--- src/rtl/fcpu_io_axi_bridge_if.sv ---
// AXI4 subset carried between the fcpu io master port and the serial bridge.
// Only the fields the bridge consumes are present; address and attributes are dropped upstream.
interface fcpu_io_axi_bridge_if #(
   parameter int unsigned ID_W = 4
);
   logic [ID_W-1:0] awid;
   logic [7:0]      awlen;
   logic            awvalid;
   logic            awready;

   logic [7:0]      wdata;
   logic            wstrb;
   logic            wlast;
   logic            wvalid;
   logic            wready;

   logic [ID_W-1:0] bid;
   logic [1:0]      bresp;
   logic            bvalid;
   logic            bready;

   logic [ID_W-1:0] arid;
   logic [7:0]      arlen;
   logic            arvalid;
   logic            arready;

   logic [ID_W-1:0] rid;
   logic [7:0]      rdata;
   logic [1:0]      rresp;
   logic            rlast;
   logic            rvalid;
   logic            rready;

   modport master (
      output awid, awlen, awvalid,
      input  awready,
      output wdata, wstrb, wlast, wvalid,
      input  wready,
      input  bid, bresp, bvalid,
      output bready,
      output arid, arlen, arvalid,
      input  arready,
      input  rid, rdata, rresp, rlast, rvalid,
      output rready
   );

   modport slave (
      input  awid, awlen, awvalid,
      output awready,
      input  wdata, wstrb, wlast, wvalid,
      output wready,
      output bid, bresp, bvalid,
      input  bready,
      input  arid, arlen, arvalid,
      output arready,
      output rid, rdata, rresp, rlast, rvalid,
      input  rready
   );
endinterface

--- src/rtl/fcpu_io_axi_bridge.sv ---
// Terminates the fcpu AXI4 io port onto the serial byte stream: writes become tx bytes,
// reads drain a small RX FIFO that collects bytes even while no read is outstanding.
module fcpu_io_axi_bridge #(
   parameter int unsigned FIFO_DEPTH = 16,
   parameter int unsigned ID_W       = 4
) (
   input  logic                  clk,
   input  logic                  sys_rst_n,
   fcpu_io_axi_bridge_if.slave   io,
   output logic [7:0]            tx_data,
   output logic                  tx_valid,
   input  logic                  tx_ready,
   input  logic [7:0]            rx_data,
   input  logic                  rx_valid,
   output logic                  rx_ready
);

   localparam int unsigned PtrW = $clog2(FIFO_DEPTH);
   localparam int unsigned CntW = PtrW + 1;

   typedef enum logic [1:0] {WIdle, WData, WResp} w_state_e;
   typedef enum logic       {RIdle, RData}        r_state_e;

   // Held low through reset so the address readies only rise once reset is released.
   logic            live_q;

   w_state_e        w_state_q, w_state_d;
   logic [7:0]      wcnt_q, wcnt_d;
   logic [ID_W-1:0] wid_q, wid_d;
   logic            werr_q, werr_d;
   logic            beat_ready;

   r_state_e        r_state_q, r_state_d;
   logic [7:0]      rcnt_q, rcnt_d;
   logic [ID_W-1:0] rid_q, rid_d;

   logic [7:0]      mem_q [FIFO_DEPTH];
   logic [PtrW-1:0] wr_ptr_q, wr_ptr_d;
   logic [PtrW-1:0] rd_ptr_q, rd_ptr_d;
   logic [CntW-1:0] count_q, count_d;
   logic            fifo_empty, fifo_full;
   logic            push, pop;

   assign fifo_empty = (count_q == '0);
   assign fifo_full  = (count_q == CntW'(FIFO_DEPTH));
   assign rx_ready   = live_q & ~fifo_full;
   assign push       = rx_valid & rx_ready;
   assign io.rresp   = 2'b00;

   // Write channel: strobe-0 beats are swallowed without waiting on the transmitter.
   always_comb begin
      w_state_d  = w_state_q;
      wcnt_d     = wcnt_q;
      wid_d      = wid_q;
      werr_d     = werr_q;
      beat_ready = io.wstrb ? tx_ready : 1'b1;
      io.awready = 1'b0;
      io.wready  = 1'b0;
      io.bvalid  = 1'b0;
      io.bid     = '0;
      io.bresp   = 2'b00;
      tx_valid   = 1'b0;
      tx_data    = 8'h00;
      unique case (w_state_q)
         WIdle: begin
            io.awready = live_q;
            if (io.awvalid && live_q) begin
               wid_d     = io.awid;
               wcnt_d    = io.awlen;
               werr_d    = 1'b0;
               w_state_d = WData;
            end
         end
         WData: begin
            tx_data   = io.wdata;
            tx_valid  = io.wvalid & io.wstrb;
            io.wready = beat_ready;
            if (io.wvalid && beat_ready) begin
               if (io.wlast != (wcnt_q == 8'd0)) begin
                  werr_d = 1'b1;
               end
               // The beat counter, not wlast, ends the burst.
               if (wcnt_q == 8'd0) begin
                  w_state_d = WResp;
               end else begin
                  wcnt_d = wcnt_q - 8'd1;
               end
            end
         end
         WResp: begin
            io.bvalid = 1'b1;
            io.bid    = wid_q;
            io.bresp  = werr_q ? 2'b10 : 2'b00;
            if (io.bready) begin
               w_state_d = WIdle;
            end
         end
         default: w_state_d = WIdle;
      endcase
   end

   // Read channel: beats stall with rvalid low until the FIFO has data.
   always_comb begin
      r_state_d  = r_state_q;
      rcnt_d     = rcnt_q;
      rid_d      = rid_q;
      pop        = 1'b0;
      io.arready = 1'b0;
      io.rvalid  = 1'b0;
      io.rdata   = 8'h00;
      io.rlast   = 1'b0;
      io.rid     = '0;
      unique case (r_state_q)
         RIdle: begin
            io.arready = live_q;
            if (io.arvalid && live_q) begin
               rid_d     = io.arid;
               rcnt_d    = io.arlen;
               r_state_d = RData;
            end
         end
         RData: begin
            io.rvalid = ~fifo_empty;
            io.rdata  = fifo_empty ? 8'h00 : mem_q[rd_ptr_q];
            io.rlast  = (rcnt_q == 8'd0);
            io.rid    = rid_q;
            if (!fifo_empty && io.rready) begin
               pop = 1'b1;
               if (rcnt_q == 8'd0) begin
                  r_state_d = RIdle;
               end else begin
                  rcnt_d = rcnt_q - 8'd1;
               end
            end
         end
         default: r_state_d = RIdle;
      endcase
   end

   always_comb begin
      wr_ptr_d = push ? wr_ptr_q + 1'b1 : wr_ptr_q;
      rd_ptr_d = pop  ? rd_ptr_q + 1'b1 : rd_ptr_q;
      count_d  = count_q;
      if (push && !pop) begin
         count_d = count_q + 1'b1;
      end else if (pop && !push) begin
         count_d = count_q - 1'b1;
      end
   end

   always_ff @(posedge clk or negedge sys_rst_n) begin
      if (!sys_rst_n) begin
         live_q    <= 1'b0;
         w_state_q <= WIdle;
         wcnt_q    <= 8'd0;
         wid_q     <= '0;
         werr_q    <= 1'b0;
         r_state_q <= RIdle;
         rcnt_q    <= 8'd0;
         rid_q     <= '0;
         wr_ptr_q  <= '0;
         rd_ptr_q  <= '0;
         count_q   <= '0;
      end else begin
         live_q    <= 1'b1;
         w_state_q <= w_state_d;
         wcnt_q    <= wcnt_d;
         wid_q     <= wid_d;
         werr_q    <= werr_d;
         r_state_q <= r_state_d;
         rcnt_q    <= rcnt_d;
         rid_q     <= rid_d;
         wr_ptr_q  <= wr_ptr_d;
         rd_ptr_q  <= rd_ptr_d;
         count_q   <= count_d;
      end
   end

   // Storage needs no reset: count_q gates every read of it.
   always_ff @(posedge clk) begin
      if (push) begin
         mem_q[wr_ptr_q] <= rx_data;
      end
   end

endmodule

--- src/flat_wrapper.sv ---
// flat-port wrapper written by rule: the top's interface ports become plain ports
module fcpu_io_axi_bridge_flat 
#(
   parameter int unsigned FIFO_DEPTH = 16,
   parameter int unsigned ID_W       = 4
)
  (clk, sys_rst_n, tx_data, tx_valid, tx_ready, rx_data, rx_valid, rx_ready, io_awid, io_awlen, io_awvalid, io_awready, io_wdata, io_wstrb, io_wlast, io_wvalid, io_wready, io_bid, io_bresp, io_bvalid, io_bready, io_arid, io_arlen, io_arvalid, io_arready, io_rid, io_rdata, io_rresp, io_rlast, io_rvalid, io_rready);
  fcpu_io_axi_bridge_if #(.ID_W(ID_W)) io_i ();
  input  logic clk;
  input  logic sys_rst_n;
  output logic [7:0] tx_data;
  output logic tx_valid;
  input  logic tx_ready;
  input  logic [7:0] rx_data;
  input  logic rx_valid;
  output logic rx_ready;
  input wire logic [$bits(io_i.awid)-1:0] io_awid;
  input wire logic [$bits(io_i.awlen)-1:0] io_awlen;
  input wire logic [$bits(io_i.awvalid)-1:0] io_awvalid;
  output wire logic [$bits(io_i.awready)-1:0] io_awready;
  input wire logic [$bits(io_i.wdata)-1:0] io_wdata;
  input wire logic [$bits(io_i.wstrb)-1:0] io_wstrb;
  input wire logic [$bits(io_i.wlast)-1:0] io_wlast;
  input wire logic [$bits(io_i.wvalid)-1:0] io_wvalid;
  output wire logic [$bits(io_i.wready)-1:0] io_wready;
  output wire logic [$bits(io_i.bid)-1:0] io_bid;
  output wire logic [$bits(io_i.bresp)-1:0] io_bresp;
  output wire logic [$bits(io_i.bvalid)-1:0] io_bvalid;
  input wire logic [$bits(io_i.bready)-1:0] io_bready;
  input wire logic [$bits(io_i.arid)-1:0] io_arid;
  input wire logic [$bits(io_i.arlen)-1:0] io_arlen;
  input wire logic [$bits(io_i.arvalid)-1:0] io_arvalid;
  output wire logic [$bits(io_i.arready)-1:0] io_arready;
  output wire logic [$bits(io_i.rid)-1:0] io_rid;
  output wire logic [$bits(io_i.rdata)-1:0] io_rdata;
  output wire logic [$bits(io_i.rresp)-1:0] io_rresp;
  output wire logic [$bits(io_i.rlast)-1:0] io_rlast;
  output wire logic [$bits(io_i.rvalid)-1:0] io_rvalid;
  input wire logic [$bits(io_i.rready)-1:0] io_rready;
  assign io_i.awid = io_awid;
  assign io_i.awlen = io_awlen;
  assign io_i.awvalid = io_awvalid;
  assign io_awready = io_i.awready;
  assign io_i.wdata = io_wdata;
  assign io_i.wstrb = io_wstrb;
  assign io_i.wlast = io_wlast;
  assign io_i.wvalid = io_wvalid;
  assign io_wready = io_i.wready;
  assign io_bid = io_i.bid;
  assign io_bresp = io_i.bresp;
  assign io_bvalid = io_i.bvalid;
  assign io_i.bready = io_bready;
  assign io_i.arid = io_arid;
  assign io_i.arlen = io_arlen;
  assign io_i.arvalid = io_arvalid;
  assign io_arready = io_i.arready;
  assign io_rid = io_i.rid;
  assign io_rdata = io_i.rdata;
  assign io_rresp = io_i.rresp;
  assign io_rlast = io_i.rlast;
  assign io_rvalid = io_i.rvalid;
  assign io_i.rready = io_rready;
  fcpu_io_axi_bridge #(.FIFO_DEPTH(FIFO_DEPTH), .ID_W(ID_W)) u_core (.clk(clk), .sys_rst_n(sys_rst_n), .io(io_i), .tx_data(tx_data), .tx_valid(tx_valid), .tx_ready(tx_ready), .rx_data(rx_data), .rx_valid(rx_valid), .rx_ready(rx_ready));
endmodule
--- config.mk ---
export PLATFORM = sky130hd
export DESIGN_NAME = fcpu_io_axi_bridge_flat
export DESIGN_NICKNAME = d
export VERILOG_FILES = /design/src/rtl/fcpu_io_axi_bridge_if.sv /design/src/rtl/fcpu_io_axi_bridge.sv /design/src/flat_wrapper.sv
export SDC_FILE = /design/constraint.sdc
export NUM_CORES = 1
export LEC_CHECK = 0
export ABC_CLOCK_PERIOD_IN_PS = 2800
export CELL_PAD_IN_SITES_DETAIL_PLACEMENT = 2
export CELL_PAD_IN_SITES_GLOBAL_PLACEMENT = 2
export CORE_MARGIN = 2
export CORE_UTILIZATION = 35
export CTS_CLUSTER_SIZE = 8
export DETAILED_ROUTE_END_ITERATION = 10
export PLACE_DENSITY = 0.78
export SYNTH_ARGS = -nofsm -noshare
export SYNTH_HDL_FRONTEND = slang
export SYNTH_SLANG_ARGS = --single-unit
--- constraint.sdc ---
create_clock -name clk -period 2.8 [get_ports clk]
set_input_delay 0.56 -clock clk [delete_from_list [all_inputs] [get_ports clk]]
set_output_delay 0.56 -clock clk [all_outputs]
set_load 0.03 [all_outputs]
=== Word-level counts from Yosys, hierarchy flattened ===
Memories as Yosys holds them, arrays and structs flattened.
Index checks and enable logic that the tools add are counted.

* Equal/unequal tests: 13
* Reductions and logical operators: 21
* Bitwise operators: 6
* Add/sub/neg operators: 6
* Muxes and demuxes: 42

{| class="wikitable"
|+ Operators with widths
! kind !! count
|-
| $mux 8 || 9
|-
| $pmux 8 s2 || 2
|-
| $mux 1 || 18
|-
| $logic_not 8->1 || 2
|-
| $sub 8x1->8 const B || 2
|-
| $mux 2 || 6
|-
| $reduce_and 4->1 || 3
|-
| $mux 5 || 2
|-
| $ne 2x1->1 const B || 5
|-
| $add 4x1->4 const B || 2
|-
| $mux 4 || 2
|-
| $ne 2x2->1 const B || 4
|-
| $logic_and 1x1->1 || 6
|-
| $pmux 2 s3 || 1
|-
| $add 5x1->5 const B || 1
|-
| $eq 5x5->1 const B || 1
|-
| $logic_not 5->1 || 1
|-
| $sub 5x1->5 const B || 1
|-
| $pmux 1 s2 || 2
|-
| $reduce_and 2->1 || 2
|-
| $reduce_bool 2->1 || 2
|-
| $and 1x1->1 || 3
|-
| $logic_not 1->1 || 3
|-
| $not 1->1 || 3
|-
| other kinds (5) || 5
|}

* Memories: 1
* Input bits: 51
* Output and inout bits: 36
* Flip-flop bits (word level): 42
* Bits in writable memories: 128
* Word-level logic and storage cells: 100

{| class="wikitable"
|+ Memory list
! memory !! depth !! bits a word !! read ports !! clocked after Yosys merged registers in !! write ports !! line !! RTL
|-
| u_core.mem_q || 16 || 8 || 1 || 0 || 1 || fcpu_io_axi_bridge.sv:37 || <nowiki>logic [7:0] mem_q [FIFO_DEPTH];</nowiki>
|}

=== Logic depth before layout (Yosys ltp) ===
* Depth after elaboration: 8
* Mapped depth: 12
* Gate-level depth less buffers: 10

=== Worst setup path after synthesis ===
Ideal clock, no wire load.

* Path type: reg-to-reg
* Start: register u_core.count_q[3]
* End: register u_core.count_q[4]
* Setup slack: 15 ps
* Library setup time: 136 ps
* Arrival time: 2,649 ps
* Period minus slack after synthesis: 2,785 ps
* Required time: 2,664 ps
* Path buffers: 0
* Cell stages (with the launch flop): 10
* Cells stage by stage: dfrtp_1 -> or3_4 -> o311ai_4 -> inv_2 -> ha_1 -> inv_1 -> ha_1 -> a21o_1 -> a2111oi_0 -> o31ai_1

* Elaborated cells on any way between the ends: 18
* Those cells by class: add/sub: 2; eq/ne: 1; mux: 4; bitwise: 3; reduce/logical: 8

{| class="wikitable"
|+ RTL lines
! what !! line !! RTL
|-
| from (decl) || fcpu_io_axi_bridge.sv:40 || <nowiki>logic [CntW-1:0] count_q, count_d;</nowiki>
|-
| from (signal assigned) || fcpu_io_axi_bridge.sv:175 || <nowiki>count_q <= count_d;</nowiki>
|-
| $eq 5x5->1 * || fcpu_io_axi_bridge.sv:45 || <nowiki>assign fifo_full = (count_q == CntW'(FIFO_DEPTH));</nowiki>
|-
| $not 1->1 * || fcpu_io_axi_bridge.sv:46 || <nowiki>assign rx_ready = live_q & ~fifo_full;</nowiki>
|-
| $and 1x1->1 * || fcpu_io_axi_bridge.sv:46 ||
|-
| $and 1x1->1 * || fcpu_io_axi_bridge.sv:47 || <nowiki>assign push = rx_valid & rx_ready;</nowiki>
|-
| via u_core.push || fcpu_io_axi_bridge.sv:42 || <nowiki>logic push, pop;</nowiki>
|-
| $logic_not 1->1 || fcpu_io_axi_bridge.sv:146 || <nowiki>end else if (pop && !push) begin</nowiki>
|-
| $logic_and 1x1->1 || fcpu_io_axi_bridge.sv:146 ||
|-
| $reduce_bool 2->1 (no source line) || -- ||
|}

The timed path passes the listed nets; every way through them passes the cells marked *. The select of a mux whose other input is x is not followed.
A chain may end at the register's enable or synchronous reset.

=== Worst setup path after layout ===
* Start: register u_core.rd_ptr_q[0]
* End: output io_rdata[5]

* Cells in the longest elaborated chain, start to end: 3

{| class="wikitable"
|+ Ends and longest elaborated chain
! what !! line !! RTL
|-
| from (decl) || fcpu_io_axi_bridge.sv:39 || <nowiki>logic [PtrW-1:0] rd_ptr_q, rd_ptr_d;</nowiki>
|-
| from (signal assigned) || fcpu_io_axi_bridge.sv:174 || <nowiki>rd_ptr_q <= rd_ptr_d;</nowiki>
|-
| $mem_v2 16x8 || -- ||
|-
| $mux 8 || fcpu_io_axi_bridge.sv:124 || <nowiki>io.rdata = fifo_empty ? 8'h00 : mem_q[rd_ptr_q];</nowiki>
|-
| $mux 8 || fcpu_io_axi_bridge.sv:113 || <nowiki>unique case (r_state_q)</nowiki>
|-
| to (decl) || flat_wrapper.sv:35 || <nowiki>output wire logic [$bits(io_i.rdata)-1:0] io_rdata;</nowiki>
|}

Every way passes these cells.

==> results.sh <==
export IMPL_synthesis_area_per_instance_um2=15.0
export IMPL_clock_latency_ns=0.44
export IMPL_grt_max_degree=25
export IMPL_fp_dieH_um=151
export IMPL_synth_cell_area_um2=7580
export IMPL_violations="negative setup slack"
export IMPL_cp_num_buf_inv=2
export IMPL_cts_sinks=170
export IMPL_detailed_place_hpwl_mm=14.6
export IMPL_clk_pin_slew_ns=0.07
export IMPL_tightest_slew_ns=0.855
export IMPL_place_inst=868
export IMPL_slowest_stage="mux4_2"
export IMPL_drv_slew=0
export IMPL_outcome="complete, but fails checks"
export IMPL_path_cells="buf_6 -> mux4_2 -> mux2i_2 -> a211oi_1 -> buf_4"
export IMPL_ant_nets=0
export IMPL_synth_top_cells_by_count="edfxtp_1 (128), dfrtp_1 (42), nand2_1 (36)"
export IMPL_routedWlPerCell_um=23.1
export IMPL_tns_ns=-0.229
export IMPL_final_nets=685
export IMPL_post_synth_top_area_fraction_pct=50.7
export IMPL_antenna_cells=0
export IMPL_cts_max_level=4
export IMPL_ys_types=60
export IMPL_finalWirelength_mm=21.0
export IMPL_max_freq_mhz=350
export IMPL_startpoint_type="flip-flop"
export IMPL_root_buffer="clkbuf_16"
export IMPL_place_congestion=0.782
export IMPL_drtIter0Drc=247
export IMPL_area_growth_pct=27.5
export IMPL_arrival_ns=2.30
export IMPL_dieArea_um2=22900
export IMPL_port_buffers=83
export IMPL_end_kind="primary output"
export IMPL_ys_ff_latch=170
export IMPL_p_per_area_nw_per_um2=1020
export IMPL_relSlewSlack_pct=43.0
export IMPL_finalCritPeriodShare_pct=102
export IMPL_post_route_util_pct=45.7
export IMPL_finish_instance_area_um2=9670
export IMPL_cp_max_fo=12
export IMPL_vias=4816
export IMPL_grt_setup_unrepaired="yes"
export IMPL_antenna_found_initial=0
export IMPL_min_period_ns=2.86
export IMPL_grt_ovfl_total=0
export IMPL_synth_edff_count=128
export IMPL_post_place_ws_ns=-0.114
export IMPL_grt_pass1_wl_mm=32.2
export IMPL_path_class="flip-flop to primary output"
export IMPL_numCtsBuffers=17
export IMPL_cp_required_ns=2.24
export IMPL_drv_cap=0
export IMPL_start_util_pct=35.8
export IMPL_async_flop_share_pct=24.7
export IMPL_yosysMostFrequentCell="edfxtp_1"
export IMPL_dpl_cell_area_um2=8860
export IMPL_die_w_um=151
export IMPL_dr_pass1_iters=4
export IMPL_ctsLongestPathBuffers=2
export IMPL_worst_slack_ns=-0.0582
export IMPL_drc=0
export IMPL_synth_seq_area_share_pct=64.6
export IMPL_peakVddDrop_mv=0.481
export IMPL_grtUsageTotal_pct=19.4
export IMPL_grt_pass1_vias=5418
export IMPL_fin_skew_ns=0.0124
export IMPL_drive_above_1_share_pct=24.0
export IMPL_rows=53
export IMPL_final_cells=909
export IMPL_finalPower_mw=9.90
export IMPL_synth_ff_type="edfxtp_1"
export IMPL_synth_area_leaders="edfxtp_1 (51%), dfrtp_1 (14%), mux4_2 (9.5%), ha_1 (2.0%), and2_1 (1.8%)"
export IMPL_core_um2=21200
export IMPL_syn_inst=504
export IMPL_yosysWarnings=0
export IMPL_cts_tree="done"
export IMPL_critPathTopFamily="multiplexers"
export IMPL_hold_ws_ns=0.0878
export IMPL_synth_top_cell_by_area="edfxtp_1"
export IMPL_finalHoldViolCount=0
export IMPL_hp_class="input port to asynchronous set/reset pin"
export IMPL_avgViaCountPerCell=5.30
export IMPL_p_leak_nw=3.48
export IMPL_setup_viol=8
export IMPL_worst_path_largest_cell_delay_ns=0.57
export IMPL_io_pins=87
==> metal layers <==
layer	vias up	GRT usage [%]	part of all wire (%)
met5	-	0	0
met4	0	4.95	1.3
met3	17	3.31	2.7
met2	89	35.5	54
met1	2536	23.8	42
li1	2174	-	-
==> state kept, by name, summed over array words and instances, names as in the netlist <==
signal and flops:
u_core.rcnt_q 8, u_core.rid_q 4, u_core.wr_ptr_q 4, u_core.w_state_q 2, u_core.rd_ptr_q 4, u_core.r_state_q 1, u_core.wcnt_q 8, u_core.wid_q 4
u_core.count_q 5, u_core.mem_q 128, u_core.werr_q 1, u_core.live_q 1
==> cell usage in the layout (no fill, tap or decap), drive strengths merged, types with 5 or more instances in the layout <==
cell type / netlist / layout
and3: 7 / 7
clkdlybuf4s50: 0 / 72
mux2: 6 / 6
inv: 18 / 26
nand2: 36 / 36
and2: 22 / 22
mux2i: 12 / 12
nand3: 7 / 7
nor3: 14 / 14
ha: 12 / 12
a31oi: 7 / 7
buf: 12 / 50
nor2b: 11 / 11
edfxtp: 128 / 128
a22oi: 5 / 5
nor2: 17 / 17
clkinv: 0 / 5
clkbuf: 16 / 17
dfrtp: 42 / 42
o21ai: 12 / 12
a21oi: 7 / 7
a211oi: 18 / 18
xnor2: 8 / 8
mux4: 32 / 32
==> power breakdown <==
part           total (mW)  switching (mW)  internal [mW]
combinational        3.90            2.05           1.85
sequential           3.59           0.494           3.09
clock                2.41            1.13           1.28
==> cells by family after synthesis <==
kind of cell,synth area share (%)
xor gates and xnor gates,1.27
AOI/OAI and AO/OA,6.96
other,0.0990
buffers and inverters,2.81
DFF,64.6
muxes,12.0
adders and majority gates,2.24
and+or+nand+nor,10.1
==> final cells by class <==
type / instances / area [µm²]
Fill cell: 2018 / 11500
Sequential cell: 170 / 4900
Clock inverter: 15 / 178
Inverter: 18 / 67.6
Clock buffer: 17 / 425
Tap cell: 275 / 344
Timing Repair Buffer: 124 / 1170
Multi-Input combinational cell: 290 / 2580
==> timing repair <==
action                     in CTS  in global routing
setup endpoints to repair      21                 13
hold buffers                    0                  0
resized for setup              20                  8
pin swaps                       4                  0
setup buffers                   7                  2
==> worst paths after layout <==
path	startpoint	to	slack (ns)	cells past startpoint
min in group clk	u_core.wid_q[0]	u_core.wid_q[0]	0.50	2
hold reg to reg	u_core.wid_q[0]	u_core.wid_q[0]	0.50	2
setup / recovery	u_core.rd_ptr_q[0]	io_rdata[5]	-0.06	5
hold / removal	sys_rst_n	u_core.wcnt_q[0]	0.09	1
setup reg to reg	u_core.count_q[3]	u_core.count_q[3]	0.13	11
max in group asynchronous	sys_rst_n	u_core.rd_ptr_q[1]	2.08	2
Power figures use the tool's default switching activity.
